===== src/rtl/switch_pkg.sv =====
// Shared report-word layout for the egress metadata polling interface.
// Mirrors the software driver header; keep field order in sync.
package switch_pkg;

    localparam int unsigned META_W           = 30;
    localparam int unsigned REPORT_W         = 32;
    localparam int unsigned REPORT_VALID_BIT = 31;
    localparam int unsigned REPORT_OVF_BIT   = 30;

    typedef struct packed {
        logic              valid;
        logic              ovf;
        logic [META_W-1:0] meta;
    } report_word_t;

endpackage


===== src/rtl/meta_fifo.sv =====
// Per-port synchronous FIFO with a wrap-bit pointer pair.
// Pop on empty is ignored; a push into a full FIFO succeeds only with a same-cycle pop.
module meta_fifo #(
    parameter int unsigned DEPTH  = 8,
    parameter int unsigned META_W = 30
) (
    input  logic              clk,
    input  logic              reset,
    input  logic              push_i,
    input  logic              pop_i,
    input  logic [META_W-1:0] data_i,
    output logic [META_W-1:0] head_o,
    output logic              empty_o,
    output logic              full_o
);

    localparam int unsigned AW = $clog2(DEPTH);
    localparam int unsigned PW = AW + 1;

    logic [PW-1:0]     wr_ptr_q, wr_ptr_d;
    logic [PW-1:0]     rd_ptr_q, rd_ptr_d;
    logic [META_W-1:0] mem_q [DEPTH];
    logic              do_push, do_pop;

    assign empty_o = (wr_ptr_q == rd_ptr_q);
    assign full_o  = (wr_ptr_q[AW] != rd_ptr_q[AW]) &&
                     (wr_ptr_q[AW-1:0] == rd_ptr_q[AW-1:0]);
    assign head_o  = mem_q[rd_ptr_q[AW-1:0]];

    always_comb begin
        do_pop   = pop_i & ~empty_o;
        do_push  = push_i & (~full_o | do_pop);
        wr_ptr_d = wr_ptr_q + PW'(do_push);
        rd_ptr_d = rd_ptr_q + PW'(do_pop);
    end

    always_ff @(posedge clk or posedge reset) begin
        if (reset) begin
            wr_ptr_q <= '0;
            rd_ptr_q <= '0;
        end else begin
            wr_ptr_q <= wr_ptr_d;
            rd_ptr_q <= rd_ptr_d;
        end
    end

    // Storage needs no reset: the pointers alone define which entries are live.
    always_ff @(posedge clk) begin
        if (do_push) begin
            mem_q[wr_ptr_q[AW-1:0]] <= data_i;
        end
    end

endmodule


===== src/rtl/egress_meta_reporter.sv =====
// Queues per-port egress metadata and presents each FIFO head as a 32-bit report word.
// One pop per rising edge of the software read acknowledge.
module egress_meta_reporter
    import switch_pkg::*;
#(
    parameter int unsigned NUM_PORTS = 4,
    parameter int unsigned DEPTH     = 8
) (
    input  logic                          clk,
    input  logic                          reset,
    input  logic [NUM_PORTS-1:0]          meta_in_en,
    input  logic [NUM_PORTS*META_W-1:0]   meta_in,
    input  logic [NUM_PORTS-1:0]          interface_out_ack,
    output logic [NUM_PORTS*REPORT_W-1:0] report_out,
    output logic [NUM_PORTS-1:0]          report_pending
);

    logic [NUM_PORTS-1:0] ack_q;
    logic [NUM_PORTS-1:0] ovf_q, ovf_d;
    logic [NUM_PORTS-1:0] pop_c;
    logic [NUM_PORTS-1:0] fifo_empty, fifo_full;
    logic [META_W-1:0]    fifo_head [NUM_PORTS];
    report_word_t         rw;

    assign pop_c          = interface_out_ack & ~ack_q;
    assign report_pending = ~fifo_empty;

    for (genvar p = 0; p < NUM_PORTS; p++) begin : g_port
        meta_fifo #(
            .DEPTH  (DEPTH),
            .META_W (META_W)
        ) u_fifo (
            .clk     (clk),
            .reset   (reset),
            .push_i  (meta_in_en[p]),
            .pop_i   (pop_c[p]),
            .data_i  (meta_in[p*META_W +: META_W]),
            .head_o  (fifo_head[p]),
            .empty_o (fifo_empty[p]),
            .full_o  (fifo_full[p])
        );
    end

    // Overflow flag update and report word packing; a drop in the same cycle as a pop wins.
    always_comb begin
        ovf_d      = ovf_q;
        report_out = '0;
        rw         = '0;
        for (int p = 0; p < int'(NUM_PORTS); p++) begin
            if (meta_in_en[p] && fifo_full[p] && !pop_c[p]) begin
                ovf_d[p] = 1'b1;
            end else if (pop_c[p] && !fifo_empty[p]) begin
                ovf_d[p] = 1'b0;
            end
            rw.valid = ~fifo_empty[p];
            rw.ovf   = ovf_q[p];
            rw.meta  = fifo_empty[p] ? '0 : fifo_head[p];
            report_out[p*REPORT_W +: REPORT_W] = rw;
        end
    end

    always_ff @(posedge clk or posedge reset) begin
        if (reset) begin
            ack_q <= '0;
            ovf_q <= '0;
        end else begin
            ack_q <= interface_out_ack;
            ovf_q <= ovf_d;
        end
    end

endmodule

===== config.mk =====
export PLATFORM = sky130hd
export DESIGN_NAME = egress_meta_reporter
export DESIGN_NICKNAME = d
export VERILOG_FILES = /design/src/rtl/switch_pkg.sv /design/src/rtl/meta_fifo.sv /design/src/rtl/egress_meta_reporter.sv
export SDC_FILE = /design/constraint.sdc
export NUM_CORES = 1
export LEC_CHECK = 0
export CAP_MARGIN = 20
export CORE_MARGIN = 5
export CORE_UTILIZATION = 53
export CTS_CLUSTER_SIZE = 28
export DETAILED_ROUTE_END_ITERATION = 7
export GPL_TIMING_DRIVEN = 0
export PLACE_DENSITY = 0.73
export SLEW_MARGIN = 20
export SYNTH_ARGS = -nofsm -noshare
export SYNTH_HDL_FRONTEND = slang
export SYNTH_SLANG_ARGS = --single-unit

===== constraint.sdc =====
create_clock -name clk -period 11.8 [get_ports clk]
set_input_delay 1.18 -clock clk [delete_from_list [all_inputs] [get_ports clk]]
set_output_delay 1.18 -clock clk [all_outputs]
set_load 0.02 [all_outputs]

# [After elaboration in Yosys (flattened, before gate mapping)]
# Memories as Yosys holds them, arrays and structs flattened.
# Index checks and enable logic that the tools add are counted.
[word_totals] register_bits=40 mem_bits_rw=960 out_inout_bits=132 word_cells=108 n_memories=4
[classes] add_sub_neg=8 eq_ne=12 n_mux=20 bitwise_logic=23 n_reduce_logical=28
[mem_list] name="g_port[0].u_fifo.mem_q" words=8 width=30 read_ports=1 rd_ports_with_merged_regs=0 wr=1 line_no="meta_fifo.sv:22" rtl="logic [META_W-1:0] mem_q [DEPTH];"
[mem_list] name="g_port[1].u_fifo.mem_q" words=8 width=30 read_ports=1 rd_ports_with_merged_regs=0 wr=1 line_no="meta_fifo.sv:22"
[mem_list] name="g_port[2].u_fifo.mem_q" words=8 width=30 read_ports=1 rd_ports_with_merged_regs=0 wr=1 line_no="meta_fifo.sv:22"
[mem_list] name="g_port[3].u_fifo.mem_q" words=8 width=30 read_ports=1 rd_ports_with_merged_regs=0 wr=1 line_no="meta_fifo.sv:22"
[ops] operator="30-bit two-way mux" n=4
[ops] operator="4-bit by 1-bit adder with 4-bit output" n=8
[ops] operator="4-bit == test" n=4
[ops] operator="1-bit logical AND" n=16
[ops] operator="1-bit two-way mux" n=16
[ops] operator="3-bit == test" n=4
[ops] operator="1-bit AND" n=8
[ops] operator="1-bit logical NOT" n=8
[ops] operator="1-bit NOT" n=8
[ops] operator="4-bit NOT" n=2
[ops] operator="2-bit nonzero test" n=4
[ops] operator="4-bit AND" n=1
[ops] operator="1-bit inequality test" n=4
[ops] operator="1-bit OR" n=4

# [Depth between registers and ports, before layout]
# Gate-level depths: netlist of run 1.
[logic_depth] depth_word=7 mapped_depth=8 ltp_nobuf=6

# [Hierarchy]
# Synthesis of run 1 repeated with hierarchy kept, for this count alone.
[hier_totals] cells_unflattened=1757 hier_area_um2=40151.0
[modules_own_cells] module="meta_fifo" n_inst=4 cells_per_inst=398 area_per_inst_um2=9736.8 seq_area_each_um2=7407.1
[modules_own_cells] module="egress_meta_reporter" n_inst=1 cells_per_inst=165 area_per_inst_um2=1203.7 seq_area_each_um2=200.2

# [Worst setup path after synthesis of run 1]
# No wires, ideal clock.
[synth_timing] kind="input -> register" startpoint="input interface_out_ack[3]" endpoint="memory g_port[3].u_fifo.mem_q[6][0], enable pin" t_arrival_ps=4880 t_required_ps=11288 setup_slack_ps=6408 path_stages=3 path_buffers=0 path_cell_list="nor2b_1 -> nor2_1 -> a2111oi_1"
[synth_between] elab_chain_len=6
[synth_rtl] item="start: declaration" line_no="egress_meta_reporter.sv:13" rtl="input logic [NUM_PORTS-1:0] interface_out_ack,"
[synth_rtl] item="4-bit AND" line_no="egress_meta_reporter.sv:25" rtl="assign pop_c = interface_out_ack & ~ack_q;"
[synth_rtl] item="1-bit AND" line_no="meta_fifo.sv:31" rtl="do_pop = pop_i & ~empty_o;"
[synth_rtl] item="1-bit OR" line_no="meta_fifo.sv:32" rtl="do_push = push_i & (~full_o | do_pop);"
[synth_rtl] item="1-bit AND" line_no="meta_fifo.sv:32"
[synth_rtl] item="1-bit two-way mux" line_no="meta_fifo.sv:49" rtl="if (do_push) begin"
[synth_rtl] item="1-bit two-way mux (not written as such)" line_no="meta_fifo.sv:50" rtl="mem_q[wr_ptr_q[AW-1:0]] <= data_i;"
[synth_rtl] item="end: declaration" line_no="meta_fifo.sv:22"
# No other way between the ends.

# [Worst setup path in the final report of run 1]
[layout_timing] startpoint="register g_port[2].u_fifo.wr_ptr_q[2]" endpoint="output report_out[64]"
[layout_between] elab_chain_len=2
[layout_rtl] item="start: declaration" line_no="meta_fifo.sv:20" rtl="logic [PW-1:0] wr_ptr_q, wr_ptr_d;"
[layout_rtl] item="start signal: assignment" line_no="meta_fifo.sv:42" rtl="wr_ptr_q <= wr_ptr_d;"
[layout_rtl] item="4-bit == test" line_no="meta_fifo.sv:25" rtl="assign empty_o = (wr_ptr_q == rd_ptr_q);"
[layout_rtl] item="30-bit two-way mux" line_no="egress_meta_reporter.sv:57" rtl="rw.meta = fifo_empty[p] ? '0 : fifo_head[p];"
[layout_rtl] item="end: declaration" line_no="egress_meta_reporter.sv:14" rtl="output logic [NUM_PORTS*REPORT_W-1:0] report_out,"
# No other way between the ends.

==> flow_metrics.py, run 1 <==
metrics = {
    "cts": {
        "cts_buffers": 97,
        "post-cts-setup-buffers": 0,
        "worstSkewPairLatency_ns": 0.64,
        "h-tree-depth": 3,
        "clock-root-buffer": "clkbuf_16",
        "cts_max_path_buffers": 3,
        "cts_tree": "yes",
        "clock_sinks": 1000,
        "clk_pin_slew_ns": 0.06,
        "hold_buffers": 0,
        "cts_resized": 0,
    },
    "timing": {
        "finalSetupTns_ns": 0,
        "finalCritPeriodShare": 0.372,
        "fmax_mhz": 228,
        "skew_ns": 0.0249,
        "setup-violations-final": 0,
        "slew_headroom": 0.330,
        "rsz0062_at_grt": "no",
        "tightest_slew_ns": 1.01,
        "final-max-slew-violation-count": 0,
        "period_needed_ns": 4.39,
        "finalHoldViolCount": 0,
    },
    "critical_path": {
        "cp-start-kind": "flip-flop",
        "cp_data_arrival_time_ns": 3.21,
        "worst_ep_required_time_ns": 10.62,
        "worstPathMaxFanout": 10,
        "end_kind": "output pin",
        "path_class": "flip-flop to output pin",
    },
    "power_and_ir_drop": {
        "finalPower_uw": 13200,
        "vdd_drop_max_mv": 0.263,
        "power.density_nw_per_um2": 277,
        "p_sw_uw": 4630,
        "p_leak_uw": 0.0170,
        "internal-power_uw": 8580,
        "p_comb_frac": 0.412,
        "seq_power_share": 0.354,
        "switching_share": 0.351,
        "clkPwrFrac": 0.235,
    },
    "drt": {
        "detail-route-antenna-nets": 0,
        "dr_total_vias": 21490,
        "wl_per_cell_um": 24.9,
        "dr.first_iter.drc_count": 1955,
        "routed_wl_um": 90700,
        "drt_pass1_iterations": 6,
        "routed_via_density": 5.89,
        "drc": 0,
    },
    "layout": {
        "drive_above_1_share": 0.132,
        "syn_to_final_growth_pct": 22.0,
        "fill_cells": 4876,
        "design_area_um2": 47800,
        "multi_input_area_um2": 8950,
        "final_cell_count_no_fill": 3648,
        "regArea_um2": 29800,
        "finalNetCount": 2746,
    },
    "hold_path": {
        "holdCritPathClass": "flip-flop to flip-flop",
    },
    "logic_synthesis": {
        "yosysUniqueCellTypes": 33,
        "ys_ff_latch": 1000,
        "synth_nets": 2282,
        "yosysSeqAreaShare": 0.762,
        "synth_area_um2": 39100,
        "synth_edf_count": 960,
        "syn_avg_cell_area_um2": 18.3,
        "synth_cells": 2136,
        "ys.warnings.count": 0,
        "ys_async_sr_fraction": 0.0400,
        "ys.flop_type": "edfxtp_1",
    },
    "global_route": {
        "grt_start_max_net_pins": 30,
        "grt_pass1_wl_um": 136000,
        "grt_pass1_vias": 22418,
        "antenna_found_initial": 15,
        "grt_overflow": 0,
        "track_usage": 0.225,
    },
    "floorplanning": {
        "fp.dieH_um": 282,
        "rows": 99,
        "fp.coreArea_um2": 73100,
        "die_area_um2": 79400,
        "ios": 262,
        "initial_utilization": 0.535,
        "die_w_um": 282,
    },
    "placement": {
        "io_buffers": 261,
        "hpwl_um": 59200,
        "globalplace.congestion": 0.763,
        "placed_area_um2": 44500,
        "dp_cells": 3460,
    },
    "run": {
        "maxCapViolations": 0,
    },
    "run_status": {
        "status": "finished, final reports clean",
    },
}
-- layer usage --
layer / wire, um / up-vias / part of all wire / global-route usage
met3: 6090 / 160 / 0.067 / 0.0414
met2: 45500 / 776 / 0.50 / 0.373
met1: 37100 / 11008 / 0.41 / 0.306
met4: 2010 / 8 / 0.022 / 0.0756
met5: 53 / - / 0.00058 / 0
li1: - / 9538 / - / -
-- synthesized netlist by cell type (all sizes together) (4+ instances only) --
master	n	area share
nor2	5	0.00048
mux2i	480	0.12
buf	71	0.012
xor2	11	0.0025
nand2b	4	0.00064
nor2b	9	0.0014
and2	7	0.0011
dfrtp	40	0.026
a22oi	240	0.046
edfxtp	960	0.74
ha	16	0.0051
or3b	4	0.00090
nand3b	6	0.0012
a211oi	28	0.0054
clkbuf	64	0.0062
nand4	4	0.00064
nand3	11	0.0014
a2111oi	4	0.0012
a21boi	4	0.00077
xnor2	24	0.0054
and3	121	0.019
inv	9	0.00086
-- critical path, stage by stage, from the launching register on --
cell	delay, ns
dfrtp_1	0.31
buf_2	0.29
xnor2_1	0.15
nand4_1	0.22
clkbuf_1	0.55
and3_1	0.28
clkdlybuf4s50_1	0.78
-- final timing paths --
| check | depth (start not counted) | startpoint | slack, ns | to |
|---|---|---|---|---|
| max | 6 | g_port[2].u_fifo.wr_ptr_q[2]$_DFF_PP0_ | 7.41 | report_out[64] |
| min | 1 | g_port[3].u_fifo.wr_ptr_q[3]$_DFF_PP0_ | 0.51 | g_port[3].u_fifo.wr_ptr_q[3]$_DFF_PP0_ |
| max reg2reg | 7 | g_port[3].u_fifo.wr_ptr_q[3]$_DFF_PP0_ | 8.94 | g_port[3].u_fifo.mem_q[1][10]$_DFFE_PP_ |
| min reg2reg | 1 | g_port[3].u_fifo.wr_ptr_q[3]$_DFF_PP0_ | 0.51 | g_port[3].u_fifo.wr_ptr_q[3]$_DFF_PP0_ |
| max in group asynchronous | 3 | reset | 10.37 | g_port[1].u_fifo.wr_ptr_q[1]$_DFF_PP0_ |
| min in group asynchronous | 2 | reset | 0.91 | ovf_q[2]$_DFFE_PP0P_ |
-- cells by family after synthesis --
group           share of synthesized area
simple gates                       0.0281
xor+xnor                          0.00783
mux                                 0.123
flops                               0.762
compound gates                     0.0552
buf+inv                            0.0186
fa+ha+maj                         0.00512
-- flip-flops by register name (all words and copies together) (netlist names) --
register,flops
ovf_q,4
g_port.u_fifo.wr_ptr_q,16
g_port.u_fifo.mem_q,960
g_port.u_fifo.rd_ptr_q,16
ack_q,4
-- layout by cell type, fill, tap and decap left out, drive strengths merged, types with 12 or more instances in the layout --
cell,n
a211oi,28
a22oi,240
and3,121
buf,175
bufinv,12
clkbuf,182
clkdlybuf4s50,261
clkinv,42
dfrtp,40
edfxtp,960
ha,16
mux2i,480
xnor2,24
-- layout make-up --
type                    instances  share of cell area
flip-flops and latches       1000               0.625
multi-input cells             992               0.187
repair buffers                365              0.0794
clock buffers                 118              0.0542
well taps                     959              0.0251
plain buffers                 135              0.0146
clock inverters                59              0.0134
inverters                       9            0.000707
diodes                         11            0.000576
-- stage by stage --
step / util / hold WS [ns] / setup WS, ns
2_1_floorplan: - / 0.465 / 6.41
3_3_place_gp: 0.588 / 0.481 / 2.54
3_5_place_dp: 0.609 / 0.494 / 7.87
4_1_cts: 0.653 / 0.507 / 7.36
5_1_grt: 0.653 / 0.526 / 7.30
6_report: 0.653 / 0.506 / 7.41
-- power by group through the flow --
stage | combinational [uW] | clock [uW] | sequential, uW
floorplan | 3030 | 0 | 4730
global placement | 5080 | 0 | 4790
global route | 5740 | 3290 | 4710
finish | 5440 | 3100 | 4670
CTS | 5480 | 3150 | 4670
detailed placement | 5440 | 0 | 4740
(Power assumes the default switching activity.)
==> inputs of run 2 (changes only) <==
clock period = 4.4 ns   (was 11.8 ns; I/O delays follow)
==> results of run 2 <==
Same layout as run 1 (identical final DEF). Status: finished, final reports clean.
Main changes from that run: setup slack after placement 7.87 ns -> 1.21 ns; setup slack after layout 7.41 ns -> 0.747 ns; hold slack 0.506 ns -> 0.166 ns; register-to-register setup slack 8.94 ns -> 1.54 ns; total power 13200 uW -> 35400 uW; worst IR drop on VDD 0.263 mV -> 0.704 mV
==> inputs of run 3 (changes only) <==
clock period = 3.5 ns   (was 4.4 ns; I/O delays follow)
==> run 3 against run 2 <==
  * Setup slack worse by 0.62 ns
  * Design area down 0.28%
  * Total power up 25%
  * Global-route usage down 0.48 points
  * Combinational power up 25%
  * Via count down 1.2%
  * Core utilization down 0.18 points
  * Routed wire length down 2.3%
  * Clock power up 24%
  * Critical endpoint is now report_out[23]
  * Largest cell class unchanged
  * Highest routed layer unchanged
==> flow_metrics.py, run 3 (synthesis results as in run 1) <==
metrics = {
    "floorplanning": {
        "rows": 99,
        "fp.dieH_um": 282,
        "initial_utilization": 0.535,
        "die_w_um": 282,
        "fp.coreArea_um2": 73100,
        "ios": 262,
        "die_area_um2": 79400,
    },
    "cts": {
        "clock-root-buffer": "clkbuf_16",
        "cts_max_path_buffers": 3,
        "hold_buffers": 0,
        "h-tree-depth": 3,
        "post-cts-setup-buffers": 0,
        "clk_pin_slew_ns": 0.06,
        "worstSkewPairLatency_ns": 0.65,
        "cts_buffers": 100,
        "cts_tree": "yes",
        "clock_sinks": 1000,
    },
    "power_and_ir_drop": {
        "vdd_drop_max_mv": 0.738,
        "p_leak_uw": 0.0169,
        "finalPower_uw": 44200,
        "power.density_nw_per_um2": 928,
    },
    "drt": {
        "drc": 0,
        "routed_via_density": 5.82,
        "routed_wl_um": 88600,
        "wl_per_cell_um": 24.3,
        "drt_pass1_iterations": 5,
        "dr.first_iter.drc_count": 1636,
        "detail-route-antenna-nets": 0,
        "dr_total_vias": 21224,
    },
    "timing": {
        "finalSetupTns_ns": 0,
        "finalHoldViolCount": 0,
        "setup-violations-final": 0,
        "rsz0062_at_grt": "no",
        "fmax_mhz": 296,
        "finalCritPeriodShare": 0.964,
        "final-max-slew-violation-count": 0,
        "fin_hold_ws_ns": 0.0493,
        "slew_headroom": 0.334,
        "period_needed_ns": 3.37,
        "skew_ns": 0.0298,
        "tightest_slew_ns": 0.999,
    },
    "placement": {
        "dp_cells": 3451,
        "placed_area_um2": 44400,
        "globalplace.congestion": 0.749,
        "io_buffers": 261,
        "hpwl_um": 58100,
    },
    "critical_path": {
        "cp-start-kind": "flip-flop",
        "r2r_setup_slack_ns": 0.72,
        "path_class": "flip-flop to output pin",
        "worstReg2RegStart": "g_port[1].u_fifo.wr_ptr_q[0]$_DFF_PP0_",
        "critPathMaxStageDelay_ns": 0.56,
        "worst_ep_required_time_ns": 3.15,
        "crit_slowest_cell": "clkdlybuf4s50_1",
        "cp_cell_sequence": "clkbuf_2 > nor2b_1 > clkbuf_1 > a22oi_1 > and3_1 > clkdlybuf4s50_1",
        "worstPathMaxFanout": 10,
        "end_kind": "output pin",
        "cp_data_arrival_time_ns": 3.02,
        "crit_path_start": "g_port[0].u_fifo.rd_ptr_q[2]$_DFF_PP0_",
    },
    "global_route": {
        "grt_pass1_vias": 22246,
        "grt_start_max_net_pins": 28,
        "grt_pass1_wl_um": 133000,
        "antenna_found_initial": 10,
        "grt_overflow": 0,
        "track_usage": 0.220,
    },
    "layout": {
        "final_cell_count_no_fill": 3646,
        "finalNetCount": 2740,
        "design_area_um2": 47600,
        "largest_reg_flops": 960,
        "final_cell_mix": "edfxtp_1, mux2i_1, clkdlybuf4s50_1, a22oi_1, and3_1",
        "syn_to_final_growth_pct": 21.7,
        "final_common_cell": "edfxtp_1",
        "fill_cells": 4875,
        "drive_above_1_share": 0.133,
    },
    "run": {
        "maxCapViolations": 0,
    },
    "hold_path": {
        "holdCritPathClass": "primary input to async pin",
    },
    "run_status": {
        "status": "finished, final reports clean",
    },
}
## run 3: changes by cell type in the layout (fill, tap and decap cells not counted), moves of 4 or more
cell,delta
buf_8,-10
clkbuf_2,+11
clkbuf_1,+6
bufinv_16,-7
clkbuf_16,+5
clkinv_1,-6
buf_6,+4
## run 3: layer usage
metal / up-vias / GRT usage / part of all wire / wire length [um]
met5: - / 0 / 0.00055 / 49
met1: 10858 / 0.287 / 0.40 / 35900
met2: 683 / 0.382 / 0.51 / 45600
met3: 147 / 0.0368 / 0.057 / 5020
met4: 8 / 0.0713 / 0.023 / 2070
li1: 9528 / - / - / -
## run 3: final timing paths
check | to | depth (start not counted)
worst min-delay path | ovf_q[0]$_DFFE_PP0P_ | 2
worst max register to register | g_port[1].u_fifo.mem_q[3][9]$_DFFE_PP_ | 6
min in group clk | ack_q[1]$_DFF_PP0_ | 1
worst max-delay path | report_out[23] | 6
max in group asynchronous | g_port[2].u_fifo.rd_ptr_q[0]$_DFF_PP0_ | 3
worst min register to register | ovf_q[3]$_DFFE_PP0P_ | 1
## run 3: power by group
group	internal [uW]	switching, uW
Combinational	7620	10500
Sequential	15100	618
Clock	5930	4370
Total	28700	15500
## run 3: per-stage QoR
step	utilization	setup slack (ns)
detailed placement	0.607	0.535
global route	0.652	0.0105
CTS	0.651	0.000475
floorplan	-	-1.31
global placement	0.589	-4.86
finish	0.652	0.126
## run 3: cell type report
class / count / area, um2 / share of cell area
Sequential cell: 1000 / 29800 / 0.626
Multi-Input combinational cell: 992 / 8950 / 0.188
Timing Repair Buffer: 356 / 3670 / 0.0771
Clock buffer: 140 / 2780 / 0.0583
Tap cell: 959 / 1200 / 0.0252
Buffer: 135 / 709 / 0.0149
Clock inverter: 47 / 432 / 0.00906
Inverter: 9 / 33.8 / 0.000709
Antenna cell: 8 / 20.0 / 0.000420
## run 3: worst max-delay path: cells and delay by family (launching register included)
kind	cells	cell delay (ns)
flip-flops	1	0.36
AO/OA/AOI/OAI	1	0.21
buffers and inverters	3	1.26
AND/OR/NAND/NOR	2	0.55
## run 3: timing repair
item | 4_1_cts | 5_1_grt
gates resized for setup | 4 | 14
setup endpoints to repair | 32 | 28
cloned | 0 | 0
